$ cat src/rtl/pipe_hazard_ctrl.sv
// Pipeline hazard controller: load-use stall, branch flush, dmem wait/timeout FSM.
// Latency: stall/flush outputs are combinational (same cycle); mem_timeout registered.
// Backpressure: mem_wait freezes PC..EX/MEM and bubbles MEM/WB; HALT holds until rst.
// Optional perf counters (stall_cycles, flush_events) enabled by macro PIPE_CTRL_PERF_EN.
module pipe_hazard_ctrl #(
    parameter int         MEM_TIMEOUT = 16,
    parameter logic [1:0] LOAD_SEL    = 2'b10
) (
    input  logic        clk,
    input  logic        rst,
    input  logic        global_en,
    input  logic [4:0]  id_rf_ra0,
    input  logic [4:0]  id_rf_ra1,
    input  logic        id_re0,
    input  logic        id_re1,
    input  logic [4:0]  ex_rf_wa,
    input  logic        ex_rf_we,
    input  logic [1:0]  ex_rf_wd_sel,
    input  logic        ex_br_taken,
    input  logic        mem_req,
    input  logic        mem_ready,
    output logic        stall_pc,
    output logic        stall_if_id,
    output logic        stall_id_ex,
    output logic        stall_ex_mem,
    output logic        flush_if_id,
    output logic        flush_id_ex,
    output logic        flush_mem_wb,
    output logic        mem_timeout,
    output logic [31:0] stall_cycles,
    output logic [31:0] flush_events
);

    localparam int WCNT_W = $clog2(MEM_TIMEOUT + 1);

    typedef enum logic [1:0] {
        RUN  = 2'd0,
        WAIT = 2'd1,
        HALT = 2'd2
    } state_t;

    state_t              state_q, state_d;
    logic [WCNT_W-1:0]   wcnt_q, wcnt_d;
    logic                mem_timeout_q, mem_timeout_d;

    logic mem_wait;
    logic load_use;
    logic src0_hit;
    logic src1_hit;

    assign mem_wait = mem_req & ~mem_ready;
    assign src0_hit = id_re0 & (id_rf_ra0 == ex_rf_wa);
    assign src1_hit = id_re1 & (id_rf_ra1 == ex_rf_wa);
    // x0 is never a real dependency since it always reads as zero.
    assign load_use = ex_rf_we & (ex_rf_wd_sel == LOAD_SEL) & (ex_rf_wa != 5'd0)
                    & (src0_hit | src1_hit);

    assign mem_timeout = mem_timeout_q;

    // Stall/flush decode by priority: HALT, mem wait, taken branch, load-use.
    always_comb begin
        stall_pc     = 1'b0;
        stall_if_id  = 1'b0;
        stall_id_ex  = 1'b0;
        stall_ex_mem = 1'b0;
        flush_if_id  = 1'b0;
        flush_id_ex  = 1'b0;
        flush_mem_wb = 1'b0;
        if (!rst && global_en) begin
            if (state_q == HALT || mem_wait) begin
                // EX is frozen here, so a pending branch is replayed once dmem completes.
                stall_pc     = 1'b1;
                stall_if_id  = 1'b1;
                stall_id_ex  = 1'b1;
                stall_ex_mem = 1'b1;
                flush_mem_wb = 1'b1;
            end else if (ex_br_taken) begin
                // The ID instruction is wrong-path, so any load-use it shows is moot.
                flush_if_id  = 1'b1;
                flush_id_ex  = 1'b1;
            end else if (load_use) begin
                stall_pc     = 1'b1;
                stall_if_id  = 1'b1;
                flush_id_ex  = 1'b1;
            end
        end
    end

    // Next-state for the dmem wait FSM and its timeout counter.
    always_comb begin
        state_d       = state_q;
        wcnt_d        = wcnt_q;
        mem_timeout_d = mem_timeout_q;
        if (global_en) begin
            unique case (state_q)
                RUN: begin
                    if (mem_wait) begin
                        state_d = WAIT;
                        wcnt_d  = WCNT_W'(1);
                    end
                end
                WAIT: begin
                    if (!mem_wait) begin
                        state_d = RUN;
                        wcnt_d  = '0;
                    end else if (wcnt_q == WCNT_W'(MEM_TIMEOUT - 1)) begin
                        state_d       = HALT;
                        mem_timeout_d = 1'b1;
                    end else begin
                        wcnt_d = wcnt_q + WCNT_W'(1);
                    end
                end
                HALT: begin
                    state_d = HALT;
                end
                default: begin
                    state_d = RUN;
                    wcnt_d  = '0;
                end
            endcase
        end
    end

    // FSM state, wait counter and timeout flag registers.
    always_ff @(posedge clk or posedge rst) begin
        if (rst) begin
            state_q       <= RUN;
            wcnt_q        <= '0;
            mem_timeout_q <= 1'b0;
        end else begin
            state_q       <= state_d;
            wcnt_q        <= wcnt_d;
            mem_timeout_q <= mem_timeout_d;
        end
    end

`ifdef PIPE_CTRL_PERF_EN
    logic [31:0] stall_cycles_q, stall_cycles_d;
    logic [31:0] flush_events_q, flush_events_d;

    // Saturating perf counters; outputs are already gated by global_en.
    always_comb begin
        stall_cycles_d = stall_cycles_q;
        flush_events_d = flush_events_q;
        if (global_en && stall_pc && stall_cycles_q != 32'hFFFF_FFFF) begin
            stall_cycles_d = stall_cycles_q + 32'd1;
        end
        if ((flush_if_id || flush_id_ex) && flush_events_q != 32'hFFFF_FFFF) begin
            flush_events_d = flush_events_q + 32'd1;
        end
    end

    // Perf counter registers.
    always_ff @(posedge clk or posedge rst) begin
        if (rst) begin
            stall_cycles_q <= 32'd0;
            flush_events_q <= 32'd0;
        end else begin
            stall_cycles_q <= stall_cycles_d;
            flush_events_q <= flush_events_d;
        end
    end

    assign stall_cycles = stall_cycles_q;
    assign flush_events = flush_events_q;
`else
    assign stall_cycles = 32'h0;
    assign flush_events = 32'h0;
`endif

endmodule

$ cat config.mk
export PLATFORM = sky130hd
export DESIGN_NAME = pipe_hazard_ctrl
export DESIGN_NICKNAME = d
export VERILOG_FILES = /design/src/rtl/pipe_hazard_ctrl.sv
export SDC_FILE = /design/constraint.sdc
export NUM_CORES = 1
export LEC_CHECK = 0
export ABC_CLOCK_PERIOD_IN_PS = 2480
export CAP_MARGIN = 15
export CELL_PAD_IN_SITES_DETAIL_PLACEMENT = 2
export CELL_PAD_IN_SITES_GLOBAL_PLACEMENT = 2
export CORE_UTILIZATION = 16
export CTS_CLUSTER_SIZE = 40
export DETAILED_ROUTE_END_ITERATION = 6
export PLACE_DENSITY_LB_ADDON = 0.08
export RECOVER_POWER = 50
export SYNTH_ARGS = -nofsm -noshare
export SYNTH_HDL_FRONTEND = slang
export SYNTH_SLANG_ARGS = --single-unit
$ cat constraint.sdc
create_clock -name clk -period 2.48 [get_ports clk]
set_clock_uncertainty 0.2 [all_clocks]
set_input_delay 0.496 -clock clk [delete_from_list [all_inputs] [get_ports clk]]
set_output_delay 0.496 -clock clk [all_outputs]
set_load 0.02 [all_outputs]
==> results.toml, run 1 <==
[drt]
routed_via_density = 3.261
drc = 0
vias = 926
ant_nets = 0
drt_iter0_drc = 13
routedWlPerCell_um = 10.68
dr.pass1.iters = 3
wl_mm = 3.034

[critical_path]
cpMaxStageDelayCell = "nor4_2"
critPathRequiredTime_ns = 1.78
r2r_slack_ns = 0.46
crit_family = "buffers and inverters"
cp_max_fo = 3
slowest_delay_ns = 0.29
path_class = "in2out"
crit_chain = "dlygate4sd2_1 -> xor2_1 -> nor4_2 -> a32oi_2 -> o21bai_1 -> buf_4"
worst_setup_path_end_kind = "primary output"
crit_end = "flush_id_ex"
timing.rr.start = "wcnt_q[0]$_DFFE_PP0P_"
crit_path_start = "ex_rf_wa[2]"
r2r_end = "wcnt_q[3]$_DFFE_PP0P_"
critPathBufInv = 2
reg2reg_depth = 6
start_kind = "input pin"
crit_cells = 6
arrival_ns = 1.73

[sta]
maxSlewViolCount = 0
worst_slack_ns = 0.05314
rsz0062_at_grt = "true"
setup_viol = 0
finalCriticalPeriod_ns = 2.427
tightest_slew_ns = 0.5769
finalCritPeriodShare_pct = 97.86
finalHoldViolations = 0
tns_ns = 0
fin_hold_ws_ns = 0.3016
fmax_mhz = 412.1
slew_headroom_pct = 61.13

[placed_design]
place_hpwl_mm = 2.656
pre_cts_ws_ns = -0.6618
port_buffers = 33
gp_congestion = 0.6537
postPlaceCellArea_um2 = 1408

[yosys]
yosysSeqAreaShare_pct = 17.17
yosys.area_share.adder_pct = 2.146
synth_area_per_cell_um2 = 7.879
synth_cells = 148
post-synth-top-area-cell = "buf_4"
yosysWarnings = 0
synth_top_family_by_area = "buffers and inverters"
synthSimpleGateAreaFrac_pct = 14.59
synth_most_common_cell = "buf_4"
synth_compound_area_share_pct = 11.80
synth_edf_count = 0
synth_cell_type_count = 33
ys_ff_latch = 8
async_reset_ff_share_pct = 100.0
synth_xor_area_share_pct = 7.511
synth_top_flop_cell = "dfrtp_1"
synth_common_cells = "buf_4, nand2_1, dfrtp_1, xor2_1, o21ai_0"
synth_top_area_share_pct = 43.13
synth_top_cells_by_area = "buf_4, dfrtp_1, xor2_1"
netlist_area_um2 = 1166
muxShareOfSynthArea_pct = 0.8584

[pwr]
p_leak_nw = 0.7231
power.density_nw_per_um2 = 354.5
peakVddDrop_mv = 0.08964

[cts]
cts_tree = "yes"
clock-sinks = 8
clk_path_buf_depth = 2
cts-buffers-inserted = 3
cts.clk_slew.worst_paths_ns = 0.05
h-tree-depth = 1
clk_latency_ns = 0.23
root_buffer = "clkbuf_8"

[global_routing]
grt_antenna_before_repair = 0
grt_overflow = 0
track_usage_pct = 7.839
grt_max_degree = 10
grt_pass1_wl_mm = 4.595
grt_pass1_vias = 887

[run_status]
status = "finished clean"

[layout]
finalInstanceArea_um2 = 1483
area_delta_synth_final_pct = 27.15
fillers = 867
antenna_cells = 0
utilization_pct = 21.47
finalNetCount = 218
drive_gt1_share_pct = 17.02

[floorplanning]
rows = 30
io_pins = 98
coreArea_um2 = 6907
initial_utilization_pct = 16.88
die_h_um = 87.37
die_w_um = 87.37
die_area_um2 = 7634

[hold_path]
hold_path.class = "reg2reg"

[job]
maxCapViolations = 0
flip-flops by register name, summed over array words and instances (netlist names):
register / count
mem_timeout: 1
state_q: 2
wcnt_q: 5
report_power, final:
group          switching, mW  internal, mW  leakage (nW)
Sequential           0.00561         0.137         0.108
Combinational          0.148        0.0686         0.593
Clock                 0.0595         0.106        0.0216
what timing repair did:
item                                    CTS  global route
buffers inserted                          0             1
endpoints found under the setup margin    7             6
pin swaps                                 4             3
hold buffers                              0             0
gates resized for setup                  43             8
through the flow:
stage	total power, mW	cells
finish	0.5256	284
floorplan	0.3607	211
CTS	0.5231	283
detailed placement	0.3595	280
global placement	0.3580	280
global route	0.5583	284
worst register-to-register path: stages (launching register included):
cell and delay, ns:
dfrtp_1 0.39, ha_1 0.24, and3_1 0.20, ha_1 0.30
nor3_1 0.28, mux2i_1 0.21, o21ai_0 0.08
worst min path at each step:
stage                                 start                       to  slack (ns)  depth (start not counted)
floorplan                               rst  mem_timeout$_DFFE_PP0P_        0.11                          1
global placement    mem_timeout$_DFFE_PP0P_  mem_timeout$_DFFE_PP0P_        0.26                          1
detailed placement  mem_timeout$_DFFE_PP0P_  mem_timeout$_DFFE_PP0P_        0.29                          1
CTS                 mem_timeout$_DFFE_PP0P_  mem_timeout$_DFFE_PP0P_        0.31                          1
global route        mem_timeout$_DFFE_PP0P_  mem_timeout$_DFFE_PP0P_        0.34                          1
finish              mem_timeout$_DFFE_PP0P_  mem_timeout$_DFFE_PP0P_        0.30                          1
cells by family after synthesis:
| logic type | after synthesis |
|---|---|
| simple gates | 31 |
| other cells | 1 |
| flops | 8 |
| buf+inv | 74 |
| mux | 1 |
| xor+xnor | 10 |
| compound gates | 21 |
| fa+ha+maj | 2 |
cell usage in the layout, fill, tap and decap left out, types with 2 or more instances in the layout:
cell / netlist / final
xor2_1: 8 / 8
clkbuf_8: 0 / 3
buf_4: 67 / 12
clkdlybuf4s50_1: 0 / 12
dfrtp_1: 8 / 8
nor3_1: 2 / 2
nor2b_1: 3 / 2
a22oi_1: 2 / 2
xnor2_1: 2 / 2
inv_1: 5 / 5
nand2_1: 12 / 12
o21ai_0: 6 / 6
conb_1: 1 / 64
dlygate4sd2_1: 0 / 12
a21oi_1: 5 / 5
nor4_2: 1 / 2
nor2_1: 4 / 3
ha_1: 2 / 2
o21bai_1: 2 / 2
clkdlybuf4s15_2: 0 / 3
cell type report:
cell class                      count  area [um^2]  share of cell area (%)
Multi-Input combinational cell    129        718.2                   48.44
Timing Repair Buffer               43        384.1                   25.91
Sequential cell                     8        200.2                   13.50
Tap cell                           96        120.1                   8.101
Clock buffer                        3        41.29                   2.785
Inverter                            5        18.77                   1.266
per-layer routing:
| metal | vias up | GRT usage [%] | share of wire (%) |
|---|---|---|---|
| met5 | - | 0 | 0 |
| met4 | 0 | 2.235 | 0.53 |
| met3 | 2 | 1.137 | 7.0 |
| met2 | 58 | 14.56 | 54 |
| met1 | 436 | 9.251 | 38 |
| li1 | 430 | - | - |
Power figures use the tool's default switching activity.
==> inputs of run 2 (changes only) <==
- PLACE_DENSITY_LB_ADDON: 0.08 -> 0.1
==> results.toml, run 2 (synthesized netlist as in run 1, its figures left out) <==
[hold_path]
hold_path.class = "in2async"

[run_status]
status = "finished clean"

[pwr]
finalPower_mw = 0.5176
peakVddDrop_mv = 0.1064
power_frac_seq_pct = 27.7
power.density_nw_per_um2 = 355.4
intPower_mw = 0.3086
switching_share_pct = 40.38
switchingPower_mw = 0.2090
clkPwrFrac_pct = 31.2
p_leak_nw = 0.7134
p_comb_share_pct = 41.0

[cts]
cts.clk_slew.worst_paths_ns = 0.04
clock-sinks = 8
clk_path_buf_depth = 2
root_buffer = "clkbuf_8"
h-tree-depth = 1
clk_latency_ns = 0.23
cts-buffers-inserted = 3
holdBufCountCts = 0
cts_tree = "yes"

[global_routing]
track_usage_pct = 8.194
grt_overflow = 0
grt_pass1_vias = 908
grt_max_degree = 10
grt_pass1_wl_mm = 4.719
grt_antenna_before_repair = 0

[placed_design]
port_buffers = 33
gp_congestion = 0.7010
place_hpwl_mm = 2.711

[sta]
maxSlewViolCount = 0
finalCritPeriodShare_pct = 97.33
tns_ns = 0
fmax_mhz = 414.3
rsz0062_at_grt = "false"
slew_headroom_pct = 61.92
finalCriticalPeriod_ns = 2.414
tightest_slew_ns = 0.5653
finalHoldViolations = 0
setup_viol = 0

[layout]
seqCellArea_um2 = 200.2
area_delta_synth_final_pct = 24.89
top_register = "wcnt_q"
drive_gt1_share_pct = 16.67
antenna_cells = 0
mostFrequentLayoutCell = "conb_1"
multi_input_area_um2 = 705.7
largest_register_ffs = 5
final_cell_mix = "conb_1, nand2_1, dlygate4sd2_1"
finalNetCount = 216
fillers = 862

[drt]
dr.pass1.iters = 2
ant_nets = 0
drc = 0
wl_mm = 3.139
routedWlPerCell_um = 11.13
vias = 902
drt_iter0_drc = 4
routed_via_density = 3.199

[critical_path]
path_class = "in2out"
worst_setup_path_end_kind = "primary output"
critPathRequiredTime_ns = 1.78
start_kind = "input pin"
arrival_ns = 1.72
cp_max_fo = 2

[floorplanning]
die_h_um = 87.37
rows = 30
io_pins = 98
coreArea_um2 = 6907
initial_utilization_pct = 16.88
die_area_um2 = 7634
die_w_um = 87.37

[job]
maxCapViolations = 0
-- run 2: changes by cell type in the layout (fill, tap and decap cells not counted), moves of 2 or more --
| cell | before | now |
|---|---|---|
| clkbuf_2 | 0 | 3 |
| and2_1 | 0 | 2 |
| dlygate4sd2_1 | 12 | 10 |
| buf_4 | 12 | 9 |
| clkdlybuf4s50_1 | 12 | 9 |
| buf_6 | 0 | 2 |
-- run 2: power groups by stage --
stage               clock network (mW)  registers (mW)  logic, mW
floorplan                            0           0.145      0.216
finish                           0.162           0.144      0.212
global placement                     0           0.146      0.211
global route                     0.174           0.144      0.232
detailed placement                   0           0.146      0.213
CTS                              0.167           0.144      0.209
-- run 2: stage by stage --
stage	instances	hold WS, ns	worst slack, ns	cell area, um^2	utilization, %
global route	282	0.2457	0.005277	1456	21.09
CTS	282	0.3182	0.0001725	1446	20.94
global placement	279	0.2892	-0.6651	1400	20.27
detailed placement	279	0.3046	-0.7351	1400	20.27
floorplan	211	0.1117	0.1079	1403	-
finish	282	0.1959	0.06619	1456	21.09
-- run 2: layer usage --
layer  vias to the layer above  wire length, um  global-route usage [%]
met3                         4              178                  0.8531
met5                         -                0                       0
met4                         0               60                   2.981
li1                        425                -                       -
met1                       419             1241                   9.813
met2                        54             1658                   14.99
-- run 2: what timing repair did --
item                       in CTS  in global routing
cloned                          0                  0
resized for setup              47                 13
pin swaps                       4                  9
setup endpoints to repair       7                  7
buffers inserted                0                  0
-- run 2: layout make-up --
class	count	share of cell area (%)
clock buffers	3	2.835
multi-input cells	129	48.45
flip-flops and latches	8	13.75
inverters	5	1.289
repair buffers	41	25.43
well taps	96	8.247
-- run 2: critical path, stage by stage --
cell and delay (ns):
dlygate4sd2_1 0.25, xor2_1 0.16, nor4_2 0.28, a32oi_2 0.16, o22ai_2 0.21, buf_6 0.15
-- run 2: path summary, 6_finish.rpt --
| path | endpoint | slack, ns | start | cells past startpoint |
|---|---|---|---|---|
| max | stall_pc | 0.07 | id_rf_ra1[0] | 6 |
| min | state_q[1]$_DFFE_PP0P_ | 0.20 | rst | 2 |
| max reg2reg | wcnt_q[2]$_DFFE_PP0P_ | 0.43 | wcnt_q[1]$_DFFE_PP0P_ | 6 |
| min reg2reg | mem_timeout$_DFFE_PP0P_ | 0.30 | mem_timeout$_DFFE_PP0P_ | 1 |
| max in group asynchronous | wcnt_q[2]$_DFFE_PP0P_ | 1.63 | rst | 2 |
| min in group clk | mem_timeout$_DFFE_PP0P_ | 0.30 | mem_timeout$_DFFE_PP0P_ | 1 |
==> inputs of run 3 (changes only) <==
- REMOVE_ABC_BUFFERS: not set -> 1
- SKIP_LAST_GASP: not set -> 1
==> results.toml, run 3 (synthesized netlist as in run 1, its figures left out) <==
[cts]
holdBufCountCts = 0
clock-sinks = 8
cts_tree = "yes"
root_buffer = "clkbuf_8"
h-tree-depth = 1
clk_path_buf_depth = 2
clk_latency_ns = 0.23
cts-buffers-inserted = 3
cts.clk_slew.worst_paths_ns = 0.04

[critical_path]
r2r_slack_ns = 0.37
arrival_ns = 1.80
slowest_delay_ns = 0.47
path_class = "in2out"
reg2reg_depth = 6
cpMaxStageDelayCell = "clkdlybuf4s50_1"
critPathRequiredTime_ns = 1.78
crit_cells = 5
start_kind = "input pin"
crit_family = "buffers and inverters"
cp_max_fo = 3
crit_chain = "clkdlybuf4s50_1 -> nor2b_2 -> a21oi_1 -> nor2_1 -> clkdlybuf4s15_1"
critPathBufInv = 2
worst_setup_path_end_kind = "primary output"

[placed_design]
pre_cts_ws_ns = -0.7161
gp_congestion = 0.7919
placed_cells = 279
port_buffers = 33
place_hpwl_mm = 2.680

[floorplanning]
io_pins = 98
die_h_um = 87.37
coreArea_um2 = 6907
die_w_um = 87.37
rows = 30
initial_utilization_pct = 16.88
die_area_um2 = 7634

[layout]
drive_gt1_share_pct = 16.58
largest_register_ffs = 5
finalNetCount = 217
top_register = "wcnt_q"
antenna_cells = 0
final_cells = 283
utilization_pct = 21.32
area_delta_synth_final_pct = 26.29
final_cell_mix = "conb_1, nand2_1, clkdlybuf4s50_1, buf_4"
fillers = 860
mostFrequentLayoutCell = "conb_1"

[drt]
routedWlPerCell_um = 10.86
vias = 920
drc = 0
routed_via_density = 3.251
ant_nets = 0
dr.pass1.iters = 3
wl_mm = 3.072
drt_iter0_drc = 28

[sta]
fmax_mhz = 400.7
maxSlewViolCount = 0
finalCriticalPeriod_ns = 2.496
setup_viol = 2
finalHoldViolations = 0
tightest_slew_ns = 0.5863
worst_slack_ns = -0.01557
rsz0062_at_grt = "true"
slew_headroom_pct = 60.50
finalCritPeriodShare_pct = 100.6

[hold_path]
hold_path.class = "in2async"

[global_routing]
use_met3_pct = 1.043
grt_use_met1_pct = 8.523
grt_max_degree = 10
grt_antenna_before_repair = 0
track_usage_pct = 8.060
grt_pass1_vias = 904
busiest_layer = "met2"
grt_pass1_wl_mm = 4.623
met2_usage_pct = 16.12
grt_overflow = 0

[pwr]
power.density_nw_per_um2 = 351.9
p_leak_nw = 0.7479
finalPower_mw = 0.5183
peakVddDrop_mv = 0.1219

[run_status]
violations = "negative setup slack"
status = "finished with violations"

[job]
maxCapViolations = 0
==> run 3: changes by cell type in the layout (fill, tap and decap cells not counted), moves of 3 or more <==
cell / delta
dlygate4sd2_1: -5
dlymetal6s2s_1: +4
clkdlybuf4s15_1: +3
clkdlybuf4s15_2: -4
==> run 3: area by class of cell <==
type	instances	area, um^2	share of cell area, %
Clock buffer	3	41.29	2.804
Sequential cell	8	200.2	13.59
Multi-Input combinational cell	129	710.7	48.26
Timing Repair Buffer	42	381.6	25.91
Inverter	5	18.77	1.274
Tap cell	96	120.1	8.156
==> run 3: path summary, 6_finish.rpt <==
kind / start / to
setup / recovery: mem_req / stall_id_ex
hold / removal: rst / mem_timeout$_DFFE_PP0P_
setup reg to reg: wcnt_q[1]$_DFFE_PP0P_ / wcnt_q[2]$_DFFE_PP0P_
hold reg to reg: mem_timeout$_DFFE_PP0P_ / mem_timeout$_DFFE_PP0P_
max in group asynchronous: rst / wcnt_q[1]$_DFFE_PP0P_
min in group clk: mem_timeout$_DFFE_PP0P_ / mem_timeout$_DFFE_PP0P_
==> run 3: repair_timing <==
action                     in CTS  in global routing
setup endpoints to repair       7                  7
setup buffers                   0                  1
pin swaps                       6                  8
resized for setup              36                 26
==> run 3: metrics by stage <==
stage / instance area, um^2 / hold slack, ns / setup TNS (ns)
6_report: 1473 / 0.1938 / -0.02959
5_1_grt: 1473 / 0.2443 / -0.1737
4_1_cts: 1436 / 0.2979 / -0.1985
3_5_place_dp: 1400 / 0.2728 / -3.654
3_3_place_gp: 1400 / 0.2754 / -3.534
2_1_floorplan: 889.6 / 0.1117 / 0
==> run 3: layer usage <==
layer  routed length [um]  share of wire (%)
met2                 1754                 57
met1                 1095                 36
met3                  206                6.7
met5                    0                  0
met4                   17               0.55
==> run 3: power breakdown <==
group	internal, mW	switching (mW)	leakage [nW]
Combinational	0.0671	0.147	0.618
Clock	0.106	0.0548	0.0216
Sequential	0.138	0.00614	0.108
